===== src/rtl/wb_master_initiator_pkg.sv =====
// wb_master_pkg: shared FSM encoding, timeout read data and timeout counter width helper
package wb_master_pkg;
  typedef enum logic [1:0] {IDLE, BUS, RESP} state_t;
  localparam logic [1023:0] TIMEOUT_RDATA = '1;
  function automatic int cnt_w(input int t);
    return (t < 1) ? 1 : $clog2(t + 1);
  endfunction
endpackage


===== src/rtl/wb_master_initiator_if.sv =====
// wb_master_if: request/response channels plus Wishbone classic bus; master = initiator block, slave = its environment
interface wb_master_if #(parameter int ADDR_W = 32, parameter int DATA_W = 32);
  logic req_valid, req_ready, req_we;
  logic [ADDR_W-1:0] req_adr;
  logic [DATA_W-1:0] req_wdata;
  logic [DATA_W/8-1:0] req_sel;
  logic rsp_valid, rsp_ready, rsp_err;
  logic [DATA_W-1:0] rsp_rdata;
  logic wbm_cyc, wbm_stb, wbm_we, wbm_ack;
  logic [DATA_W/8-1:0] wbm_sel;
  logic [ADDR_W-1:0] wbm_adr;
  logic [DATA_W-1:0] wbm_wdata, wbm_rdata;
  modport master(
    input req_valid, req_we, req_adr, req_wdata, req_sel, rsp_ready, wbm_ack, wbm_rdata,
    output req_ready, rsp_valid, rsp_rdata, rsp_err, wbm_cyc, wbm_stb, wbm_we, wbm_sel, wbm_adr, wbm_wdata
  );
  modport slave(
    output req_valid, req_we, req_adr, req_wdata, req_sel, rsp_ready, wbm_ack, wbm_rdata,
    input req_ready, rsp_valid, rsp_rdata, rsp_err, wbm_cyc, wbm_stb, wbm_we, wbm_sel, wbm_adr, wbm_wdata
  );
endinterface


===== src/rtl/wb_master_initiator_timeout_cnt.sv =====
// wbm_timeout_cnt: saturating bus-cycle counter; ports wb_clk, wb_rst_n, i_clr, i_en, o_expired (high on the last allowed no-ack cycle)
module wbm_timeout_cnt
  import wb_master_pkg::*;
#(
  parameter int TIMEOUT_CYCLES = 255
) (
  input  logic wb_clk,
  input  logic wb_rst_n,
  input  logic i_clr,
  input  logic i_en,
  output logic o_expired
);
  localparam int W = cnt_w(TIMEOUT_CYCLES);
  logic [W-1:0] r_cnt;
  always_ff @(posedge wb_clk or negedge wb_rst_n) begin
    if (!wb_rst_n) r_cnt <= '0;
    else if (i_clr) r_cnt <= '0;
    else if (i_en && r_cnt != W'(TIMEOUT_CYCLES)) r_cnt <= r_cnt + 1'b1;
  end
  assign o_expired = (TIMEOUT_CYCLES != 0) && i_en && (r_cnt == W'(TIMEOUT_CYCLES - 1));
endmodule


===== src/rtl/wb_master_initiator.sv =====
// wb_master_initiator: valid/ready request -> single Wishbone classic cycle -> valid/ready response; ports wb_clk, wb_rst_n, bus (wb_master_if.master), busy
module wb_master_initiator
  import wb_master_pkg::*;
#(
  parameter int ADDR_W = 32,
  parameter int DATA_W = 32,
  parameter int TIMEOUT_CYCLES = 255
) (
  input  logic         wb_clk,
  input  logic         wb_rst_n,
  wb_master_if.master  bus,
  output logic         busy
);
  state_t r_state;
  logic r_cyc, r_we, r_rsp_valid, r_rsp_err;
  logic [ADDR_W-1:0] r_adr;
  logic [DATA_W-1:0] r_wdata, r_rdata;
  logic [DATA_W/8-1:0] r_sel;
  logic w_accept, w_ack, w_expired;
  assign w_accept = bus.req_valid & bus.req_ready;
  assign w_ack = r_cyc & bus.wbm_ack;
  assign bus.req_ready = wb_rst_n & (r_state == IDLE);
  assign bus.wbm_cyc = r_cyc;
  assign bus.wbm_stb = r_cyc;
  assign bus.wbm_we = r_cyc & r_we;
  assign bus.wbm_adr = r_cyc ? r_adr : '0;
  assign bus.wbm_sel = r_cyc ? r_sel : '0;
  assign bus.wbm_wdata = r_cyc ? r_wdata : '0;
  assign bus.rsp_valid = r_rsp_valid;
  assign bus.rsp_rdata = r_rdata;
  assign bus.rsp_err = r_rsp_err;
  assign busy = r_state != IDLE;
  wbm_timeout_cnt #(.TIMEOUT_CYCLES(TIMEOUT_CYCLES)) u_tmo (
    .wb_clk    (wb_clk),
    .wb_rst_n  (wb_rst_n),
    .i_clr     (w_accept),
    .i_en      (r_cyc & ~bus.wbm_ack),
    .o_expired (w_expired)
  );
  always_ff @(posedge wb_clk or negedge wb_rst_n) begin
    if (!wb_rst_n) begin
      r_state <= IDLE;
      r_cyc <= 1'b0;
      r_we <= 1'b0;
      r_adr <= '0;
      r_wdata <= '0;
      r_sel <= '0;
      r_rsp_valid <= 1'b0;
      r_rsp_err <= 1'b0;
      r_rdata <= '0;
    end else begin
      if (w_accept) begin
        r_state <= BUS;
        r_cyc <= 1'b1;
        r_we <= bus.req_we;
        r_adr <= bus.req_adr;
        r_wdata <= bus.req_wdata;
        r_sel <= bus.req_sel;
      end
      if (w_ack || w_expired) begin
        r_state <= RESP;
        r_cyc <= 1'b0;
        r_rsp_valid <= 1'b1;
        r_rsp_err <= ~w_ack;
        r_rdata <= w_ack ? (r_we ? '0 : bus.wbm_rdata) : TIMEOUT_RDATA[DATA_W-1:0];
      end
      if (r_rsp_valid && bus.rsp_ready) begin
        r_state <= IDLE;
        r_rsp_valid <= 1'b0;
        r_rsp_err <= 1'b0;
        r_rdata <= '0;
      end
    end
  end
endmodule


===== src/flat_wrapper.sv =====
// flat-port wrapper written by rule: the top's interface ports become plain ports
module wb_master_initiator_flat import wb_master_pkg::*;
#(
  parameter int ADDR_W = 32,
  parameter int DATA_W = 32,
  parameter int TIMEOUT_CYCLES = 255
)
  (wb_clk, wb_rst_n, busy, bus_req_valid, bus_req_we, bus_req_adr, bus_req_wdata, bus_req_sel, bus_rsp_ready, bus_wbm_ack, bus_wbm_rdata, bus_req_ready, bus_rsp_valid, bus_rsp_rdata, bus_rsp_err, bus_wbm_cyc, bus_wbm_stb, bus_wbm_we, bus_wbm_sel, bus_wbm_adr, bus_wbm_wdata);
  wb_master_if #(.ADDR_W(ADDR_W), .DATA_W(DATA_W)) bus_i ();
  input  logic wb_clk;
  input  logic wb_rst_n;
  output logic busy;
  input wire logic [$bits(bus_i.req_valid)-1:0] bus_req_valid;
  input wire logic [$bits(bus_i.req_we)-1:0] bus_req_we;
  input wire logic [$bits(bus_i.req_adr)-1:0] bus_req_adr;
  input wire logic [$bits(bus_i.req_wdata)-1:0] bus_req_wdata;
  input wire logic [$bits(bus_i.req_sel)-1:0] bus_req_sel;
  input wire logic [$bits(bus_i.rsp_ready)-1:0] bus_rsp_ready;
  input wire logic [$bits(bus_i.wbm_ack)-1:0] bus_wbm_ack;
  input wire logic [$bits(bus_i.wbm_rdata)-1:0] bus_wbm_rdata;
  output wire logic [$bits(bus_i.req_ready)-1:0] bus_req_ready;
  output wire logic [$bits(bus_i.rsp_valid)-1:0] bus_rsp_valid;
  output wire logic [$bits(bus_i.rsp_rdata)-1:0] bus_rsp_rdata;
  output wire logic [$bits(bus_i.rsp_err)-1:0] bus_rsp_err;
  output wire logic [$bits(bus_i.wbm_cyc)-1:0] bus_wbm_cyc;
  output wire logic [$bits(bus_i.wbm_stb)-1:0] bus_wbm_stb;
  output wire logic [$bits(bus_i.wbm_we)-1:0] bus_wbm_we;
  output wire logic [$bits(bus_i.wbm_sel)-1:0] bus_wbm_sel;
  output wire logic [$bits(bus_i.wbm_adr)-1:0] bus_wbm_adr;
  output wire logic [$bits(bus_i.wbm_wdata)-1:0] bus_wbm_wdata;
  assign bus_i.req_valid = bus_req_valid;
  assign bus_i.req_we = bus_req_we;
  assign bus_i.req_adr = bus_req_adr;
  assign bus_i.req_wdata = bus_req_wdata;
  assign bus_i.req_sel = bus_req_sel;
  assign bus_i.rsp_ready = bus_rsp_ready;
  assign bus_i.wbm_ack = bus_wbm_ack;
  assign bus_i.wbm_rdata = bus_wbm_rdata;
  assign bus_req_ready = bus_i.req_ready;
  assign bus_rsp_valid = bus_i.rsp_valid;
  assign bus_rsp_rdata = bus_i.rsp_rdata;
  assign bus_rsp_err = bus_i.rsp_err;
  assign bus_wbm_cyc = bus_i.wbm_cyc;
  assign bus_wbm_stb = bus_i.wbm_stb;
  assign bus_wbm_we = bus_i.wbm_we;
  assign bus_wbm_sel = bus_i.wbm_sel;
  assign bus_wbm_adr = bus_i.wbm_adr;
  assign bus_wbm_wdata = bus_i.wbm_wdata;
  wb_master_initiator #(.ADDR_W(ADDR_W), .DATA_W(DATA_W), .TIMEOUT_CYCLES(TIMEOUT_CYCLES)) u_core (.wb_clk(wb_clk), .wb_rst_n(wb_rst_n), .bus(bus_i), .busy(busy));
endmodule

===== config.mk =====
export PLATFORM = sky130hd
export DESIGN_NAME = wb_master_initiator_flat
export DESIGN_NICKNAME = d
export VERILOG_FILES = /design/src/rtl/wb_master_initiator_pkg.sv /design/src/rtl/wb_master_initiator_if.sv /design/src/rtl/wb_master_initiator_timeout_cnt.sv /design/src/rtl/wb_master_initiator.sv /design/src/flat_wrapper.sv
export SDC_FILE = /design/constraint.sdc
export NUM_CORES = 1
export LEC_CHECK = 0
export ABC_AREA = 1
export BUFFER_PORTS_ARGS = -buffer_cell sky130_fd_sc_hd__buf_2
export CAP_MARGIN = 20
export CORE_UTILIZATION = 43
export CTS_CLUSTER_SIZE = 10
export DETAILED_ROUTE_END_ITERATION = 12
export GPL_TIMING_DRIVEN = 0
export PLACE_DENSITY = 0.75
export SETUP_SLACK_MARGIN = 0.02
export SLEW_MARGIN = 15
export SYNTH_ARGS = -nofsm -noshare
export SYNTH_HDL_FRONTEND = slang
export SYNTH_SLANG_ARGS = --single-unit
export TNS_END_PERCENT = 10

===== constraint.sdc =====
create_clock -name wb_clk -period 3.4 [get_ports wb_clk]
set_clock_uncertainty 0.1 [all_clocks]
set_input_delay 0.17 -clock wb_clk [delete_from_list [all_inputs] [get_ports wb_clk]]
set_output_delay 0.17 -clock wb_clk [all_outputs]
set_load 0.005 [all_outputs]

==> results of run 1 <==
-- cell families after synthesis --
| kind of cell | count (synthesis) | synth area share |
|---|---|---|
| AO/OA/AOI/OAI | 40 | 0.03615 |
| XOR/XNOR | 2 | 0.003125 |
| adder cells (fa/ha/maj) | 2 | 0.004463 |
| buffers and inverters | 165 | 0.1265 |
| flip-flops | 114 | 0.5088 |
| AND/OR/NAND/NOR | 431 | 0.3209 |
-- final timing paths --
kind / slack [ns] / to / start
max in group asynchronous: 2.38 / u_core.r_wdata[8] / wb_rst_n
hold reg to reg: 0.37 / u_core.r_wdata[8] / u_core.r_wdata[8]
hold / removal: 0.02 / u_core.bus.rsp_rdata[22] / bus_wbm_rdata[22]
min in group asynchronous: 0.14 / u_core.bus.rsp_rdata[6] / wb_rst_n
setup reg to reg: 1.46 / u_core.r_adr[12] / u_core.r_state[0]
setup / recovery: 1.14 / bus_wbm_adr[19] / u_core.bus.wbm_cyc
-- worst reg2reg max path: cells and delay by family, from the launching register on --
family	cells	cell delay [ns]
buffers and inverters	2	0.39
flip-flops	1	0.38
AND/OR/NAND/NOR	5	0.95
-- power groups by stage --
stage / clock network, uW / registers [uW] / logic (uW)
6_report: 1860 / 2330 / 2320
4_1_cts: 1890 / 2310 / 2300
2_1_floorplan: 0 / 2260 / 1330
5_1_grt: 1950 / 2400 / 2670
3_3_place_gp: 0 / 2300 / 2170
3_5_place_dp: 0 / 2320 / 2230
-- area by class of cell --
class | instances | area, sq um | share of cell area
clock buffers | 20 | 456.7 | 0.05511
well taps | 172 | 215.2 | 0.02597
plain buffers | 46 | 262.8 | 0.03171
clock inverters | 11 | 160.2 | 0.01933
flip-flops and latches | 114 | 2853 | 0.3443
diodes | 1 | 2.502 | 0.0003020
repair buffers | 288 | 1846 | 0.2227
inverters | 119 | 446.7 | 0.05390
multi-input cells | 475 | 2044 | 0.2467
-- layer usage --
layer  vias up  share of wire  track usage
li1       2900              -            -
met1      2717           0.42       0.3143
met2       262           0.48       0.4171
met3        52          0.063      0.06331
met4         0          0.032       0.1342
met5         -              0            0
-- flip-flops by register name, indices dropped and copies added, names as in the netlist --
| name | cells |
|---|---|
| u_core.bus.rsp_rdata | 32 |
| u_core.r_we | 1 |
| u_core.u_tmo.r_cnt | 8 |
| u_core.r_adr | 32 |
| u_core.r_sel | 4 |
| u_core.bus.rsp_err | 1 |
| u_core.bus.rsp_valid | 1 |
| u_core.bus.wbm_cyc | 1 |
| u_core.r_wdata | 32 |
| u_core.r_state | 2 |
-- repair_timing --
item,CTS,global route
buffers inserted,0,0
endpoints found under the hold margin,114,0
hold buffers,75,0
-- placed cells by master, fill, tap and decap left out --
cell type	synthesis	layout
nand2_1	336	336
buf_2	18	229
inv_1	117	117
dfrtp_1	114	114
dlygate4sd3_1	0	75
nand3_1	38	38
o21ai_0	36	36
nand4_1	34	34
clkbuf_16	0	17
clkbuf_1	15	16
nor2_1	14	14
buf_6	8	9
clkinv_2	0	5
bufinv_16	0	4
buf_1	3	3
a21oi_1	3	3
buf_4	2	2
nor2_2	2	2
inv_2	2	2
nor2_4	2	2
xor2_1	2	2
ha_1	2	2
clkinvlp_4	0	2
clkbuf_8	0	2
diode_2	0	1
nand3_4	1	1
nand2_2	1	1
nand2_4	1	1
nor3_1	1	1
nand3b_1	1	1
o21a_1	1	1
buf_16	0	1
-- metrics by stage --
stage / area [sq um] / setup slack (ns) / total power (uW) / hold slack [ns]
detailed placement: 6917 / 1.503 / 4548 / 0.01968
global route: 8287 / 1.037 / 7011 / 0.03064
finish: 8287 / 1.143 / 6513 / 0.01877
CTS: 8284 / 1.167 / 6503 / 0.002782
floorplan: 5607 / 1.974 / 3584 / -0.2256
global placement: 6883 / -0.3964 / 4476 / 0.2709
==> results.json, run 1 <==
{
  "status": "finished, final reports clean",
  "max_freq_mhz": 443.1,
  "max-slew-margin-rel": 0.6557,
  "ys_ff_latch": 114,
  "yosys_warnings": 0,
  "cts_resized": 0,
  "synthFlopType": "dfrtp_1",
  "switching_share": 0.3594,
  "critPathCaptureType": "output pin",
  "drtIter0Drc": 543,
  "yosys-top-cells-area": "dfrtp_1 51%, nand2_1 22%, inv_1 7.8%",
  "core_sq_mm": 0.01267,
  "grt_remaining_overflow": 0,
  "async_reset_ff_frac": 1.000,
  "ant_nets": 0,
  "rows": 41,
  "antenna_found_initial": 1,
  "yosys.cell_count.top_type": "nand2_1",
  "synth_top_area_cell": "dfrtp_1",
  "drv_cap": 0,
  "cts.path.max_buffers": 2,
  "p_switching_uw": 2341,
  "dr.pass1.iters": 5,
  "num-fill-cells": 1047,
  "powerDensity_mw_per_mm2": 786.0,
  "die-width_microns": 116.2,
  "critical_path.slowest_cell": "dfrtp_1",
  "worstMarginPinSlew_ns": 0.5164,
  "crit_family": "buffers and inverters",
  "root_buffer": "clkbuf_16",
  "finalHoldViolCount": 0,
  "cts_buffers": 17,
  "grtUsageTotal": 0.2555,
  "netlist_instances": 754,
  "path_buf_inv": 5,
  "final_cells": 1246,
  "crit_cells": 6,
  "p_comb_frac": 0.357,
  "start_util": 0.4425,
  "worstPathArrival_ns": 1.99,
  "synth_cell_types": 24,
  "slew_violations": 0,
  "fin_nets": 1169,
  "insertion_delay_ns": 0.41,
  "whs_path_depth": 5,
  "clk_pin_slew_ns": 0.05,
  "path_max_fanout": 10,
  "path_class": "reg2out",
  "dr_total_vias": 5931,
  "gp_congestion": 0.8065,
  "yosysSeqAreaShare": 0.5088,
  "cp-start-kind": "flop",
  "dp_cells": 1139,
  "wl_per_cell_microns": 13.37,
  "peakVddDrop_mv": 0.4487,
  "required_ns": 3.13,
  "seq_power_share": 0.357,
  "wl_mm": 16.66,
  "power_frac_clock": 0.286,
  "p_leak_uw": 0.005127,
  "synth.top_cell.area_share": 0.5088,
  "grt_pass1_vias": 5727,
  "r2r_cells": 7,
  "grt_max_degree": 75,
  "synth_nets": 862,
  "finalSetupViolations": 0,
  "die_area_sq_mm": 0.01350,
  "cell_internal_pwr_uw": 4173,
  "utilization": 0.6540,
  "cts_sinks": 114,
  "dp_hpwl_mm": 10.71,
  "fin_tns_setup_ns": 0,
  "via_per_inst": 4.760,
  "min_period_ns": 2.257,
  "syn-cell-area_sq_mm": 0.005607,
  "chipHeight_microns": 116.2,
  "crit_top_cell": "buf_2",
  "crit_chain": "buf_4 -> buf_2 -> buf_1 -> nand2_1 -> inv_1 -> buf_2",
  "htreeDepth": 4,
  "synth.avg_cell_area_sq_um": 7.436,
  "grt_pass1_wl_mm": 26.52,
  "areaGrowthSynthToFinish_pct": 47.80,
  "cpPeakStageDelay_ns": 0.40,
  "io_pins": 213,
  "synth_edf_count": 0,
  "period_share": 0.6637,
  "rsz0062_at_grt": "false",
  "cts_tree": "yes",
  "netlist_top_cells_count": "336 x nand2_1, 117 x inv_1, 114 x dfrtp_1",
  "drive_gt1_frac": 0.2610,
  "drcViolationCount": 0,
  "hold_class": "in2reg",
  "io_buffer_count": 212
}
(Power assumes the default switching activity.)
==> run 2, diff against run 1 <==
==> constraint.sdc (replaced) <==
create_clock -name wb_clk -period 2.3 [get_ports wb_clk]
set_clock_uncertainty 0.1 [all_clocks]
set_input_delay 0.115 -clock wb_clk [delete_from_list [all_inputs] [get_ports wb_clk]]
set_output_delay 0.115 -clock wb_clk [all_outputs]
set_load 0.005 [all_outputs]
==> results.json, run 2 (same netlist as run 1, synthesis figures left out) <==
{
  "status": "finished, final reports clean",
  "critical_path.slowest_cell": "dlygate4sd3_1",
  "grt.busiest_layer": "met2",
  "core_sq_mm": 0.01267,
  "worstMarginPinSlew_ns": 0.5053,
  "die-width_microns": 116.2,
  "finalHoldViolCount": 0,
  "p_comb_frac": 0.360,
  "htreeDepth": 4,
  "cpPeakStageDelay_ns": 0.54,
  "rows": 41,
  "use_met1": 0.3180,
  "gp_congestion": 0.8065,
  "path_buf_inv": 4,
  "grt_max_degree": 75,
  "cts_sinks": 114,
  "crit_top_cell": "nand2_1",
  "hp-start": "bus_wbm_ack",
  "slew_violations": 0,
  "power_frac_clock": 0.284,
  "final_common_cell": "nand2_1",
  "antenna_cells": 0,
  "chipHeight_microns": 116.2,
  "areaGrowthSynthToFinish_pct": 52.51,
  "root_buffer": "clkbuf_16",
  "wl_per_cell_microns": 13.80,
  "peakVddDrop_mv": 0.6652,
  "postCtsSetupBuffers": 0,
  "most-common-layout-cells": "336 x nand2_1, 229 x buf_2, 117 x inv_1",
  "grt_use_met3": 0.06642,
  "dr_total_vias": 6068,
  "cp-start-kind": "input pin",
  "crit_chain": "dlygate4sd3_1 -> buf_6 -> nand2_1 -> nor2_4 -> inv_2 -> clkbuf_1 -> nand2_1 -> nand2_1",
  "antenna_found_initial": 0,
  "drcViolationCount": 0,
  "ant_nets": 0,
  "crit_family": "buffers and inverters",
  "worstPathArrival_ns": 2.24,
  "reg2reg_from": "u_core.r_state[0]",
  "max_freq_mhz": 489.6,
  "cts_resized": 0,
  "grtUsageTotal": 0.2657,
  "seq_power_share": 0.356,
  "die_area_sq_mm": 0.01350,
  "powerDensity_mw_per_mm2": 1135,
  "cts_tree": "yes",
  "hold_class": "in2reg",
  "grt_use_met2": 0.4377,
  "min_period_ns": 2.042,
  "io_pins": 213,
  "drtIter0Drc": 519,
  "cts_buffers": 17,
  "wl_mm": 17.54,
  "io_buffer_count": 212,
  "path_max_fanout": 42,
  "max-slew-margin-rel": 0.6631,
  "critPathCaptureType": "flop",
  "start_util": 0.4425,
  "period_share": 0.8880,
  "finalPower_uw": 9702,
  "p_leak_uw": 0.005239,
  "fin_ws_ns": 0.2576,
  "grt_pass1_vias": 5958,
  "clk_pin_slew_ns": 0.05,
  "required_ns": 2.49,
  "grt_pass1_wl_mm": 27.56,
  "insertion_delay_ns": 0.41,
  "fin_tns_setup_ns": 0,
  "finalSetupViolations": 0,
  "utilization": 0.6748,
  "switching_share": 0.3614,
  "cell_internal_pwr_uw": 6196,
  "path_class": "in2reg",
  "fin_nets": 1195,
  "crit_start": "wb_rst_n",
  "p_switching_uw": 3506,
  "dr.pass1.iters": 5,
  "dp_hpwl_mm": 10.71,
  "grt_remaining_overflow": 0,
  "dp_slack_ns": 0.4405,
  "drv_cap": 0,
  "drive_gt1_frac": 0.2548,
  "rsz0062_at_grt": "false",
  "via_per_inst": 4.774,
  "cts.path.max_buffers": 2
}
run 2: timing repair:
action	CTS	global route
setup endpoints to repair	0	3
endpoints found under the hold margin	215	0
hold buffers	102	0
run 2: final timing paths:
check | endpoint | slack (ns) | depth (start not counted)
worst max-delay path | u_core.r_adr[12] | 0.26 | 8
worst min-delay path | u_core.u_tmo.r_cnt[5] | 0.04 | 5
worst max register to register | u_core.r_adr[12] | 0.34 | 7
worst min register to register | u_core.r_wdata[8] | 0.37 | 2
max in group asynchronous | u_core.bus.rsp_rdata[4] | 1.32 | 3
min in group asynchronous | u_core.bus.rsp_rdata[10] | 0.09 | 2
run 2: cell type report:
type	count	area, sq um
clock buffer	20	456.7
multi-input combinational	475	2044
timing repair buffer	315	2116
fill	997	4120
inverter	119	446.7
tap	172	215.2
sequential	114	2853
clock inverter	11	160.2
buffer	45	259.0
run 2: through the flow:
step,cell area [sq um],hold WS [ns],instances
final,8551,0.04095,1271
after global routing,8551,0.08146,1271
after CTS,8554,0.02599,1272
after detailed placement,6917,-0.03532,1139
after global placement,6883,0.2159,1138
after floorplan,5607,-0.2806,754
run 2: routing by layer:
metal / part of all wire / up-vias
li1: - / 2945
met1: 0.42 / 2807
met5: 0 / -
met2: 0.49 / 253
met3: 0.056 / 63
met4: 0.035 / 0
run 2: power groups by stage:
stage,Combinational [uW],Sequential (uW),Clock [uW]
finish,3490,3450,2760
detailed placement,3290,3430,0
global placement,3210,3410,0
CTS,3440,3420,2790
floorplan,1960,3340,0
global route,3980,3550,2880
run 2: tightest hold or removal path, cell delays in order:
cell and delay [ns]:
buf_2 0.12, nor2_4 0.06, nand3_1 0.09, nor2_1 0.04, nor2_1 0.09
==> run 3, diff against run 2 <==
--- a/config.mk
+++ b/config.mk
@@ -7,12 +7,11 @@
 export LEC_CHECK = 0
 export ABC_AREA = 1
 export BUFFER_PORTS_ARGS = -buffer_cell sky130_fd_sc_hd__buf_2
-export CAP_MARGIN = 20
-export CORE_UTILIZATION = 43
+export CAP_MARGIN = 5
+export CORE_UTILIZATION = 25
 export CTS_CLUSTER_SIZE = 10
 export DETAILED_ROUTE_END_ITERATION = 12
-export GPL_TIMING_DRIVEN = 0
-export PLACE_DENSITY = 0.75
+export PLACE_DENSITY = 0.5
 export SETUP_SLACK_MARGIN = 0.02
 export SLEW_MARGIN = 15
 export SYNTH_ARGS = -nofsm -noshare
==> results.json, run 3 (same netlist as run 1, synthesis figures left out) <==
{
  "status": "finished, final reports clean",
  "finalSetupViolations": 0,
  "peakVddDrop_mv": 0.4625,
  "cts_resized": 0,
  "final_common_cell": "nand2_1",
  "wl_mm": 16.54,
  "rsz0062_at_grt": "false",
  "p_leak_uw": 0.005112,
  "path_class": "reg2reg",
  "root_buffer": "clkbuf_16",
  "io_buffer_count": 212,
  "drcViolationCount": 0,
  "fin_ws_ns": 0.4493,
  "rows": 54,
  "antenna_found_initial": 0,
  "worstPathArrival_ns": 2.04,
  "grt_pass1_wl_mm": 26.54,
  "hp-start": "bus_wbm_ack",
  "antenna_cells": 0,
  "htreeDepth": 4,
  "drtIter0Drc": 263,
  "fin_nets": 1161,
  "wl_per_cell_microns": 12.29,
  "die-width_microns": 151.8,
  "dp_hpwl_mm": 10.13,
  "finalHoldViolCount": 0,
  "drive_gt1_frac": 0.2505,
  "worstMarginPinSlew_ns": 0.7967,
  "dp_slack_ns": 0.3675,
  "chipHeight_microns": 151.8,
  "cts.path.max_buffers": 2,
  "hold_class": "in2reg",
  "final_cells": 1346,
  "max_freq_mhz": 540.3,
  "dr_total_vias": 5682,
  "dr.pass1.iters": 4,
  "min_period_ns": 1.851,
  "cp-start-kind": "flop",
  "clk_pin_slew_ns": 0.06,
  "slew_violations": 0,
  "dp_cells": 1212,
  "reg2reg_from": "u_core.r_state[1]",
  "cts_buffers": 17,
  "cts_tree": "yes",
  "crit_start": "u_core.r_state[1]",
  "insertion_delay_ns": 0.41,
  "cts_sinks": 114,
  "path_max_fanout": 72,
  "start_util": 0.2561,
  "powerDensity_mw_per_mm2": 1106,
  "fin_hold_ws_ns": 0.05279,
  "core_sq_mm": 0.02189,
  "max-slew-margin-rel": 0.4689,
  "die_area_sq_mm": 0.02303,
  "areaGrowthSynthToFinish_pct": 51.51,
  "fin_tns_setup_ns": 0,
  "io_pins": 213,
  "finalPower_uw": 9396,
  "ant_nets": 0,
  "grtUsageTotal": 0.1474,
  "period_share": 0.8046,
  "via_per_inst": 4.221,
  "grt_remaining_overflow": 0,
  "critPathCaptureType": "flop",
  "grt_max_degree": 73,
  "most-common-layout-cells": "335 x nand2_1, 211 x buf_2, 117 x inv_1",
  "grt_pass1_vias": 5360,
  "gp_congestion": 0.7346,
  "drv_cap": 0,
  "required_ns": 2.49
}
==> run 3: cell count changes in the layout (fill, tap and decap cells not counted), moves of 2 or more <==
cell,before,now
buf_1,2,0
buf_2,229,211
buf_4,2,12
buf_6,9,0
clkbuf_1,16,0
clkbuf_8,2,0
clkinv_2,5,1
clkinv_4,0,2
clkinvlp_4,2,6
inv_6,0,3
==> run 3: timing repair <==
item | 4_1_cts | 5_1_grt
hold buffers | 102 | 0
setup buffers | 0 | 0
hold endpoints to repair | 215 | 0
==> run 3: layout make-up <==
type                            instances  area [sq um]
Multi-Input combinational cell        475          2047
Fill cell                            2334         13400
Inverter                              119         446.7
Timing Repair Buffer                  326          2187
Clock buffer                           17         425.4
Tap cell                              280         350.3
Sequential cell                       114          2854
Clock inverter                         15         183.9
==> run 3: final timing paths <==
check / to / slack, ns / depth (start not counted)
setup / recovery: u_core.u_tmo.r_cnt[4] / 0.45 / 7
max in group asynchronous: u_core.bus.wbm_cyc / 1.18 / 3
hold reg to reg: u_core.r_wdata[20] / 0.37 / 2
min in group asynchronous: u_core.r_wdata[27] / 0.33 / 3
setup reg to reg: u_core.u_tmo.r_cnt[4] / 0.45 / 7
hold / removal: u_core.u_tmo.r_cnt[6] / 0.05 / 6
==> run 3: metal layers <==
metal  wire, microns  track usage
met1            7471       0.1884
met2            7827       0.2345
met3             859      0.03802
met4             377      0.06188
met5               0            0
==> run 3: power breakdown <==
group | total (uW) | internal, uW | switching (uW)
Sequential | 3380 | 2890 | 487
Clock | 2750 | 1710 | 1030
Combinational | 3270 | 1360 | 1910
Total | 9400 | 5960 | 3430
==> run 3: critical path: stages (launching register included) <==
cell and delay (ns):
dfrtp_1 0.37, nor2_1 0.15, nand2_1 0.12, nor2_4 0.11, buf_4 0.59, nor2_1 0.11, nand2_1 0.08, o21ai_0 0.08
==> run 3: through the flow <==
step,util,instance area [sq um]
after floorplan,-,5607
after global placement,0.3136,6864
after detailed placement,0.3136,6864
after CTS,0.3880,8494
after global routing,0.3880,8494
final,0.3880,8494
